[src/rtl/axis_splitter_pkg.sv]
`default_nettype none
// ============================================================================
// Module      : axis_splitter_pkg
// Description : Shared helpers for the AXI-Stream packet splitter: segment
//               index width and per-segment length field positions.
// Revision    : 1.0 - initial release
// ============================================================================
package axis_splitter_pkg;

    // Width of a segment index; a single stream still needs one bit.
    function automatic int idx_width(input int n);
        return (n > 1) ? $clog2(n) : 1;
    endfunction

    // LSB position of length field k in a packed vector of w-bit fields.
    function automatic int field_lsb(input int k, input int w);
        return k * w;
    endfunction

endpackage
`default_nettype wire

[src/rtl/axis_reg_slice.sv]
`default_nettype none
// ============================================================================
// Module      : axis_reg_slice
// Description : One-deep registered valid/ready slice. Accepts a new payload
//               whenever it is empty or its content is being consumed, so it
//               sustains one transfer per cycle.
// Revision    : 1.0 - initial release
// ============================================================================
module axis_reg_slice
    import axis_splitter_pkg::*;
#(
    parameter int WIDTH = 8
) (
    input  logic             clk,
    input  logic             sreset,
    input  logic             in_valid,
    output logic             in_ready,
    input  logic [WIDTH-1:0] in_data,
    output logic             out_valid,
    input  logic             out_ready,
    output logic [WIDTH-1:0] out_data
);

    logic             r_valid;
    logic [WIDTH-1:0] r_data;

    assign in_ready  = !r_valid || out_ready;
    assign out_valid = r_valid;
    assign out_data  = r_data;

    // Load on every cycle the slice can accept; hold contents while stalled.
    always_ff @(posedge clk) begin
        if (sreset) begin
            r_valid <= 1'b0;
            r_data  <= '0;
        end else if (in_ready) begin
            r_valid <= in_valid;
            if (in_valid) begin
                r_data <= in_data;
            end
        end
    end

endmodule
`default_nettype wire

[src/rtl/axis_splitter.sv]
`default_nettype none
// ============================================================================
// Module      : axis_splitter
// Description : Splits each input AXI-Stream packet into NUM_STREAMS
//               consecutive segments, segment k leaving on output k as its
//               own tlast-terminated packet. Segment lengths (beats minus one)
//               are sampled from seg_len on the first beat of each packet; the
//               last segment runs until input tlast.
//               Optional macro AXIS_SPLITTER_ERR_EN adds the err_short pulse
//               that flags packets ending before the last segment.
// Revision    : 1.0 - initial release
// ============================================================================
module axis_splitter
    import axis_splitter_pkg::*;
#(
    parameter int AXIS_BYTES  = 1,
    parameter int NUM_STREAMS = 2,
    parameter int LEN_WIDTH   = 16
) (
    input  logic                                clk,
    input  logic                                sreset,
    input  logic [NUM_STREAMS*LEN_WIDTH-1:0]    seg_len,
    output logic                                axis_i_tready,
    input  logic                                axis_i_tvalid,
    input  logic                                axis_i_tlast,
    input  logic [AXIS_BYTES*8-1:0]             axis_i_tdata,
    input  logic [NUM_STREAMS-1:0]              axis_o_tready,
    output logic [NUM_STREAMS-1:0]              axis_o_tvalid,
    output logic [NUM_STREAMS-1:0]              axis_o_tlast,
    output logic [NUM_STREAMS*AXIS_BYTES*8-1:0] axis_o_tdata
`ifdef AXIS_SPLITTER_ERR_EN
    ,
    output logic                                err_short
`endif
);

    localparam int IDXW = idx_width(NUM_STREAMS);
    localparam int DW   = AXIS_BYTES * 8;
    localparam int PW   = IDXW + 1 + DW;
    localparam logic [IDXW-1:0] c_last_seg = IDXW'(NUM_STREAMS - 1);

    // Packet tracking state
    logic                             r_in_pkt;
    logic [IDXW-1:0]                  r_seg;
    logic [LEN_WIDTH-1:0]             r_rem;
    logic [NUM_STREAMS*LEN_WIDTH-1:0] r_len;

    // Lengths in effect for the current beat: live input on a packet's first
    // beat, the latched copy afterwards.
    logic [NUM_STREAMS*LEN_WIDTH-1:0] w_len_src;
    logic [LEN_WIDTH-1:0]             w_len_arr [NUM_STREAMS];
    logic [IDXW-1:0]                  w_cur_seg;
    logic [IDXW-1:0]                  w_next_seg;
    logic [LEN_WIDTH-1:0]             w_cur_rem;
    logic                             w_last_seg;
    logic                             w_cnt_end;
    logic                             w_out_last;
    logic                             w_accept;

    // Output slice signals
    logic                             w_slice_valid;
    logic                             w_slice_ready;
    logic [PW-1:0]                    w_slice_out;
    logic [IDXW-1:0]                  w_slice_dest;
    logic                             w_slice_last;
    logic [DW-1:0]                    w_slice_data;

    assign w_len_src = r_in_pkt ? r_len : seg_len;

    generate
        for (genvar k = 0; k < NUM_STREAMS; k++) begin : g_len
            assign w_len_arr[k] = w_len_src[field_lsb(k, LEN_WIDTH) +: LEN_WIDTH];
        end
    endgenerate

    assign w_cur_seg  = r_in_pkt ? r_seg : '0;
    assign w_cur_rem  = r_in_pkt ? r_rem : w_len_arr[0];
    assign w_last_seg = (w_cur_seg == c_last_seg);
    assign w_next_seg = w_last_seg ? w_cur_seg : (w_cur_seg + IDXW'(1));
    assign w_cnt_end  = !w_last_seg && (w_cur_rem == '0);
    assign w_out_last = axis_i_tlast || w_cnt_end;
    assign w_accept   = axis_i_tvalid && axis_i_tready;

    // Advance segment index and beat counter on each accepted input beat.
    always_ff @(posedge clk) begin
        if (sreset) begin
            r_in_pkt <= 1'b0;
            r_seg    <= '0;
            r_rem    <= '0;
            r_len    <= '0;
        end else if (w_accept) begin
            if (!r_in_pkt) begin
                r_len <= seg_len;
            end
            if (axis_i_tlast) begin
                r_in_pkt <= 1'b0;
                r_seg    <= '0;
                r_rem    <= '0;
            end else if (w_cnt_end) begin
                r_in_pkt <= 1'b1;
                r_seg    <= w_next_seg;
                r_rem    <= w_len_arr[w_next_seg];
            end else begin
                r_in_pkt <= 1'b1;
                r_seg    <= w_cur_seg;
                r_rem    <= w_cur_rem - LEN_WIDTH'(1);
            end
        end
    end

    axis_reg_slice #(
        .WIDTH (PW)
    ) u_slice (
        .clk       (clk),
        .sreset    (sreset),
        .in_valid  (axis_i_tvalid),
        .in_ready  (w_slice_ready),
        .in_data   ({w_cur_seg, w_out_last, axis_i_tdata}),
        .out_valid (w_slice_valid),
        .out_ready (axis_o_tready[w_slice_dest]),
        .out_data  (w_slice_out)
    );

    assign axis_i_tready = w_slice_ready;
    assign w_slice_dest  = w_slice_out[PW-1 -: IDXW];
    assign w_slice_last  = w_slice_out[DW];
    assign w_slice_data  = w_slice_out[DW-1:0];

    // Demultiplex the single slice onto the per-stream outputs.
    generate
        for (genvar k = 0; k < NUM_STREAMS; k++) begin : g_out
            assign axis_o_tvalid[k]          = w_slice_valid && (w_slice_dest == IDXW'(k));
            assign axis_o_tlast[k]           = axis_o_tvalid[k] && w_slice_last;
            assign axis_o_tdata[k*DW +: DW]  = w_slice_data;
        end
    endgenerate

`ifdef AXIS_SPLITTER_ERR_EN
    logic r_err_short;

    // Flag a packet whose tlast arrives before the final segment.
    always_ff @(posedge clk) begin
        if (sreset) begin
            r_err_short <= 1'b0;
        end else begin
            r_err_short <= w_accept && axis_i_tlast && !w_last_seg;
        end
    end

    assign err_short = r_err_short;
`endif

endmodule
`default_nettype wire

[config.mk]
export PLATFORM = sky130hd
export DESIGN_NAME = axis_splitter
export DESIGN_NICKNAME = d
export VERILOG_FILES = /design/src/rtl/axis_splitter_pkg.sv /design/src/rtl/axis_reg_slice.sv /design/src/rtl/axis_splitter.sv
export SDC_FILE = /design/constraint.sdc
export NUM_CORES = 1
export LEC_CHECK = 0
export ABC_AREA = 1
export CORE_UTILIZATION = 46
export CTS_CLUSTER_DIAMETER = 100
export CTS_CLUSTER_SIZE = 12
export DETAILED_ROUTE_END_ITERATION = 10
export PLACE_DENSITY = 0.76
export REMOVE_ABC_BUFFERS = 1
export SETUP_SLACK_MARGIN = 0.2
export SLEW_MARGIN = 0
export SYNTH_ARGS = -nofsm -noshare
export SYNTH_HDL_FRONTEND = slang
export SYNTH_HIERARCHICAL = 1
export SYNTH_SLANG_ARGS = --single-unit
[constraint.sdc]
create_clock -name clk -period 1.96 [get_ports clk]
set_input_delay 0.49 -clock clk [delete_from_list [all_inputs] [get_ports clk]]
set_output_delay 0.49 -clock clk [all_outputs]
set_load 0.01 [all_outputs]
==> results of run 1 <==
power breakdown:
part,internal [uW],total [uW],switching (uW)
registers,973,1020,44.5
logic,430,896,466
clock network,415,758,343
synthesized netlist by cell type:
master	instances
or2_2	1
o21ai_1	3
buf_6	5
nand2_2	15
a21oi_2	4
clkinv_1	1
a21oi_1	38
nor2_4	5
nand4_2	1
clkinv_2	1
nand4_1	1
nor2_1	42
clkbuf_1	8
nand3_1	39
ha_1	1
nand2_1	197
mux2_2	1
nand3_2	2
buf_4	13
buf_2	6
clkbuf_8	1
nor2_2	13
inv_2	2
mux2i_1	7
o21ai_0	15
nor3_1	1
nand3_4	1
inv_1	48
xor2_1	2
buf_8	1
dfxtp_1	45
worst max-delay path, delay by kind of cell (launching register included):
kind,cells,cell delay (ns)
compound gates,1,0.12
buf+inv,3,0.28
flops,1,0.47
simple gates,9,0.95
repair_timing:
| item | CTS | global route |
|---|---|---|
| buffers inserted | 15 | 5 |
| setup endpoints to repair | 39 | 38 |
| pin swaps | 55 | 20 |
| gates resized for setup | 112 | 23 |
| cloned | 5 | 0 |
through the flow:
stage	cells	hold WS, ns	TNS [ns]
finish	707	0.471	0
detailed placement	674	0.456	-9.45
floorplan	486	0.439	-17.11
global route	707	0.483	-0.0571
CTS	702	0.470	0
global placement	674	0.452	-7.71
cell type report:
| class | count | area [um^2] |
|---|---|---|
| Multi-Input combinational cell | 390 | 2160 |
| Fill cell | 486 | 1720 |
| Timing Repair Buffer | 134 | 1270 |
| Sequential cell | 45 | 907 |
| Inverter | 52 | 208 |
| Tap cell | 77 | 96.3 |
| Clock buffer | 6 | 82.6 |
| Clock inverter | 2 | 37.5 |
| Timing Repair inverter | 1 | 7.51 |
worst max path at each step:
stage          slack [ns]             start                   to
2_1_floorplan       -0.81          r_in_pkt  u_slice/out_data[8]
3_3_place_gp        -0.35        seg_len[1]             r_rem[7]
3_5_place_dp        -0.41        seg_len[1]             r_rem[2]
4_1_cts              0.01  axis_o_tready[1]        axis_i_tready
5_1_grt             -0.02          r_in_pkt            r_rem[15]
6_report             0.06          r_in_pkt            r_rem[13]
state kept, by name, indices dropped and copies added, names as in the netlist:
register and flops:
r_in_pkt 1, r_len 16, r_rem 16, r_seg 1, u_slice/out_data 10, u_slice/out_valid 1
per-layer routing:
| metal | up-vias | track usage |
|---|---|---|
| met2 | 166 | 0.513 |
| met5 | - | 0 |
| met3 | 28 | 0.0399 |
| li1 | 1824 | - |
| met1 | 1674 | 0.343 |
| met4 | 0 | 0.0801 |
cell families (layout without fill, tap and decap cells):
kind of cell    after synthesis  after routing  share of synthesized area
mux                           8              8                     0.0258
fa+ha+maj                     1              1                    0.00396
simple gates                318            319                      0.441
buf+inv                      86            195                      0.139
xor+xnor                      2              2                    0.00555
flops                        45             45                      0.285
compound gates               60             60                     0.0998
placed cells by master, fill, tap and decap left out, drive strengths merged, types with 2 or more instances in the layout:
master,n
dlygate4sd2,6
clkinvlp,3
nor2,60
xor2,2
nand3,43
inv,49
buf,69
clkbuf,6
dlymetal6s2s,2
dfxtp,45
nand2,212
mux2i,7
o21ai,18
a21oi,42
clkdlybuf4s15,2
clkdlybuf4s50,55
clkinv,2
nand4,2
==> results.md, run 1 <==
- Status: finished, violations left
- Failing checks: design-rule violations
- Starting Density: 0.486
- CP startpoint kind: register
- Max VDD drop: 0.388 mV
- Critical Path Fanout Max: 8
- GRT Total Usage: 0.280
- Setup Viol. Count Final: 0
- Pre-CTS setup slack: -0.407 ns
- Cts bufs inserted: 5
- Crit share post-route: 0.970
- Wire length on met1: 4180 um
- Endpoint, Worst Hold: r_len[20]
- Final Hold Fails: 0
- Site Rows: 29
- Die height: 84.9 um
- Ys Warns: 6
- Total chip power: 2670 uW
- Worst setup path class: reg -> reg
- Final setup margin: 0.0585 ns
- Minimum clock period: 1.90 ns
- Via Count: 3,692
- Final WL: 10,100 um
- # clock sinks: 45
- Biggest area consumer among synthesized cells: dfxtp_1
- DP Wirelength: 6550 um
- Drt first pass iters: 8
- Worst EP required: 2.20 ns
- Worst-Skew Late Latency: 0.30 ns
- Worst slew pin tran: 0.305 ns
- ANT nets after route: 0
- Worst path cell trace: inv_8, buf_8, nand2_1, nand2_2, nor2_4, nand2_2, nor2_4, nand3_4, clkinv_2, nand2_1, nand2_1, nand2_2, a21oi_2
- CTS Buffer Depth: 2
- Largest net degree at the start of global routing: 22
- Initial antenna violation count: 0
- Drt wl/cell: 14.3 um
- GRT overflow: 0
- Post-CTS Hold Buffers: 0
- Highest Signal Layer: met4
- Core Util, Final: 0.735
- Sequential share of the synthesized area: 0.285
- Clk_skew: 0.00567 ns
- CTS tree: yes
- Max-cap violations: 0
- CORE AREA: 0.00649 mm^2
- Worst setup EP type: register
- Boundary Pins: 67
- Post-synthesis to final-layout area growth: 51.1%
- R2R Setup Slk: 0.06 ns
- Drt via density: 5.22
- Reg2reg end: r_rem[13]
- Mean Syn Cell Area: 6.07 um^2
- Hold path cells: 2
- Power Density: 560 mW/mm^2
- Die width: 84.9 um
- Worst reg-to-reg path cell count: 13
- Max transition margin: 0.795
- Largest cells by area after synthesis: dfxtp_1 (29%), nand2_1 (23%), nand3_1 (6.2%)
- Synthesized area: 0.00316 mm^2
- Iter 0 DRT Violations: 193
- Port buffer count: 66
- Hold Crit Start: r_len[20]
- Vias in the first global route: 3,481
- Worst hold path type: reg -> reg
- RSZ-0062 raised after global routing: true
- Cell area after layout: 0.00477 mm^2
- # H-tree levels: 2
- Fraction of layout cells with a size suffix above 1: 0.302
- Crit path largest cell delay: 0.47 ns
- Arrival time worst endpoint: 2.14 ns
- Synth top area share: 0.285
- Slew Limit Fails: 0
- #FFs+latches synth: 45
- Synth Instances: 520
- Fmax: 526 MHz
- Die area: 0.00720 mm^2
- CTS root buffer: clkbuf_8
- First-pass GRT wire length: 16,100 um
- Reg clk slew, reported paths: 0.09 ns
- Ant. Diodes: 0
- Slowest stage cell, crit path: dfxtp_4
- Metal3 WL: 650 um
- DRC viols: 3
- Synth cell types: 31
- Placed Area: 0.00402 mm^2
- Met2 wire len: 5090 um
- Final nets: 676
- LEAKAGE: 0.00212 uW
- Gp weighted congestion: 0.877
- Worst r2r src: r_in_pkt
(Power assumes the default switching activity.)
==> run 2: changes to the inputs <==
==> constraint.sdc (replaced) <==
create_clock -name clk -period 1.96 [get_ports clk]
set_input_delay 0.392 -clock clk [delete_from_list [all_inputs] [get_ports clk]]
set_output_delay 0.392 -clock clk [all_outputs]
set_load 0.01 [all_outputs]
==> run 2 against run 1 <==
Clock power fell by 2%. Register-to-register slack gained 0.11 ns. The flow still finishes with violations (design-rule violations). Critical path type is now in -> reg. Combinational power down 14%. Setup slack gained 0.068 ns. Cell area is 7.8% lower. Sequential share of layout area up 1.7 points. Fmax grew 3.7%. Sequential power about the same.
==> results.md, run 2 (synthesis gave the netlist of run 1 again) <==
- Crit path largest cell delay: 0.39 ns
- Die width: 84.9 um
- Port buffer count: 66
- CORE AREA: 0.00649 mm^2
- Cts bufs inserted: 5
- Fmax: 545 MHz
- Final setup margin: 0.126 ns
- RSZ-0062 raised after global routing: true
- Via Count: 3,442
- # clock sinks: 45
- Boundary Pins: 67
- ANT nets after route: 0
- Switch share: 0.310
- Drt first pass iters: 10
- Clock share of power: 0.294
- Gp weighted congestion: 0.894
- Pre-CTS setup slack: -0.320 ns
- Core Util, Final: 0.677
- Cell-internal power: 1740 uW
- Site Rows: 29
- # H-tree levels: 2
- Worst setup path class: in -> reg
- Slowest stage cell, crit path: clkdlybuf4s50_1
- Clk_skew: 0.00850 ns
- Most frequent cells in the layout: nand2_1 (170), clkdlybuf4s50_1 (59), inv_1 (44)
- Largest net degree at the start of global routing: 25
- Minimum clock period: 1.83 ns
- LEAKAGE: 0.00194 uW
- Filler Cell Count: 579
- Cell family with the largest share of critical-path delay: buffers and inverters
- R2R Setup Slk: 0.17 ns
- Max transition margin: 0.777
- Setup Viol. Count Final: 0
- Worst-Skew Late Latency: 0.30 ns
- Crit share post-route: 0.936
- Max VDD drop: 0.310 mV
- Failing checks: design-rule violations
- Most common cell after layout, fill and taps aside: nand2_1
- Post-synthesis to final-layout area growth: 39.3%
- Fraction of layout cells with a size suffix above 1: 0.238
- Worst path cell trace: clkdlybuf4s50_1, mux2_2, inv_1, nand2_2, nand2_1, buf_4, clkinvlp_2, nand3_1, a21oi_1
- Drt wl/cell: 12.6 um
- Vias in the first global route: 3,202
- Power Density: 574 mW/mm^2
- GRT overflow: 0
- CP startpoint kind: primary input
- Final nets: 646
- Max-cap violations: 0
- DP Wirelength: 6270 um
- Worst slew pin tran: 0.333 ns
- Iter 0 DRT Violations: 185
- Drt via density: 5.08
- Reg clk slew, reported paths: 0.09 ns
- First-pass GRT wire length: 14,300 um
- Critical Path Fanout Max: 6
- Starting Density: 0.486
- NetSw: 782 uW
- Worst EP required: 2.15 ns
- Slew Limit Fails: 0
- Worst setup EP type: register
- Final Hold Fails: 0
- Final WL: 8540 um
- Arrival time worst endpoint: 2.02 ns
- CP Buf/Inv Count: 4
- CTS tree: yes
- Worst hold path type: reg -> reg
- GRT Total Usage: 0.244
- Die height: 84.9 um
- Post-CTS Hold Buffers: 0
- Ant. Diodes: 0
- Initial antenna violation count: 0
- Logic gate share of total power: 0.304
- Status: finished, violations left
- CTS root buffer: clkbuf_8
- Seq pwr share: 0.402
- CTS Buffer Depth: 2
- DRC viols: 3
- Die area: 0.00720 mm^2
run 2: cell type report:
class                           instances  area (um^2)  share of cell area
Multi-Input combinational cell        390         2080               0.473
Clock buffer                            7         86.3              0.0196
Timing Repair Buffer                  104          981               0.223
Sequential cell                        45          910               0.207
Timing Repair inverter                  1         5.00             0.00114
Clock inverter                          1         30.0             0.00683
Inverter                               52          209              0.0475
Tap cell                               77         96.3              0.0219
run 2: worst register-to-register path, delay by kind of cell (launching register included):
| kind | cells | cell delay (ns) |
|---|---|---|
| buffers and inverters | 3 | 0.55 |
| DFF | 1 | 0.38 |
| and+or+nand+nor | 3 | 0.37 |
| muxes | 1 | 0.33 |
| AOI/OAI and AO/OA | 1 | 0.07 |
run 2: metrics by stage:
stage / TNS [ns] / total power [uW] / instance area [um^2] / std cells / hold WS [ns]
after detailed placement: -5.84 / 1700 / 3930 / 661 / 0.455
after CTS: 0 / 2470 / 4190 / 673 / 0.468
after global routing: 0 / 2660 / 4400 / 677 / 0.483
final: 0 / 2530 / 4400 / 677 / 0.468
after global placement: -4.61 / 1690 / 3930 / 661 / 0.451
after floorplan: -16.32 / 1370 / 2920 / 486 / 0.439
run 2: power by group through the flow:
stage / Sequential [uW] / Clock, uW / Combinational (uW)
after floorplan: 1050 / 0 / 325
after global placement: 1030 / 0 / 660
after detailed placement: 1030 / 0 / 667
after CTS: 1010 / 749 / 707
after global routing: 1020 / 794 / 842
final: 1010 / 742 / 769
run 2: path summary, 6_finish.rpt:
check / startpoint / to / depth (start not counted)
max: axis_o_tready[1] / r_rem[7] / 9
min: r_rem[14] / r_rem[14] / 2
max reg2reg: u_slice/out_data[9] / r_rem[7] / 8
min reg2reg: r_rem[14] / r_rem[14] / 2
run 2: what timing repair did:
| item | CTS | global route |
|---|---|---|
| setup endpoints to repair | 30 | 24 |
| buffers inserted | 3 | 3 |
| gates resized for setup | 43 | 56 |
| pin swaps | 23 | 29 |
| cloned | 1 | 1 |
run 2: metal layers:
metal | track usage | share of wire
met3 | 0.0486 | 0.056
met4 | 0.0755 | 0.014
met5 | 0 | 0
met1 | 0.327 | 0.46
met2 | 0.396 | 0.47
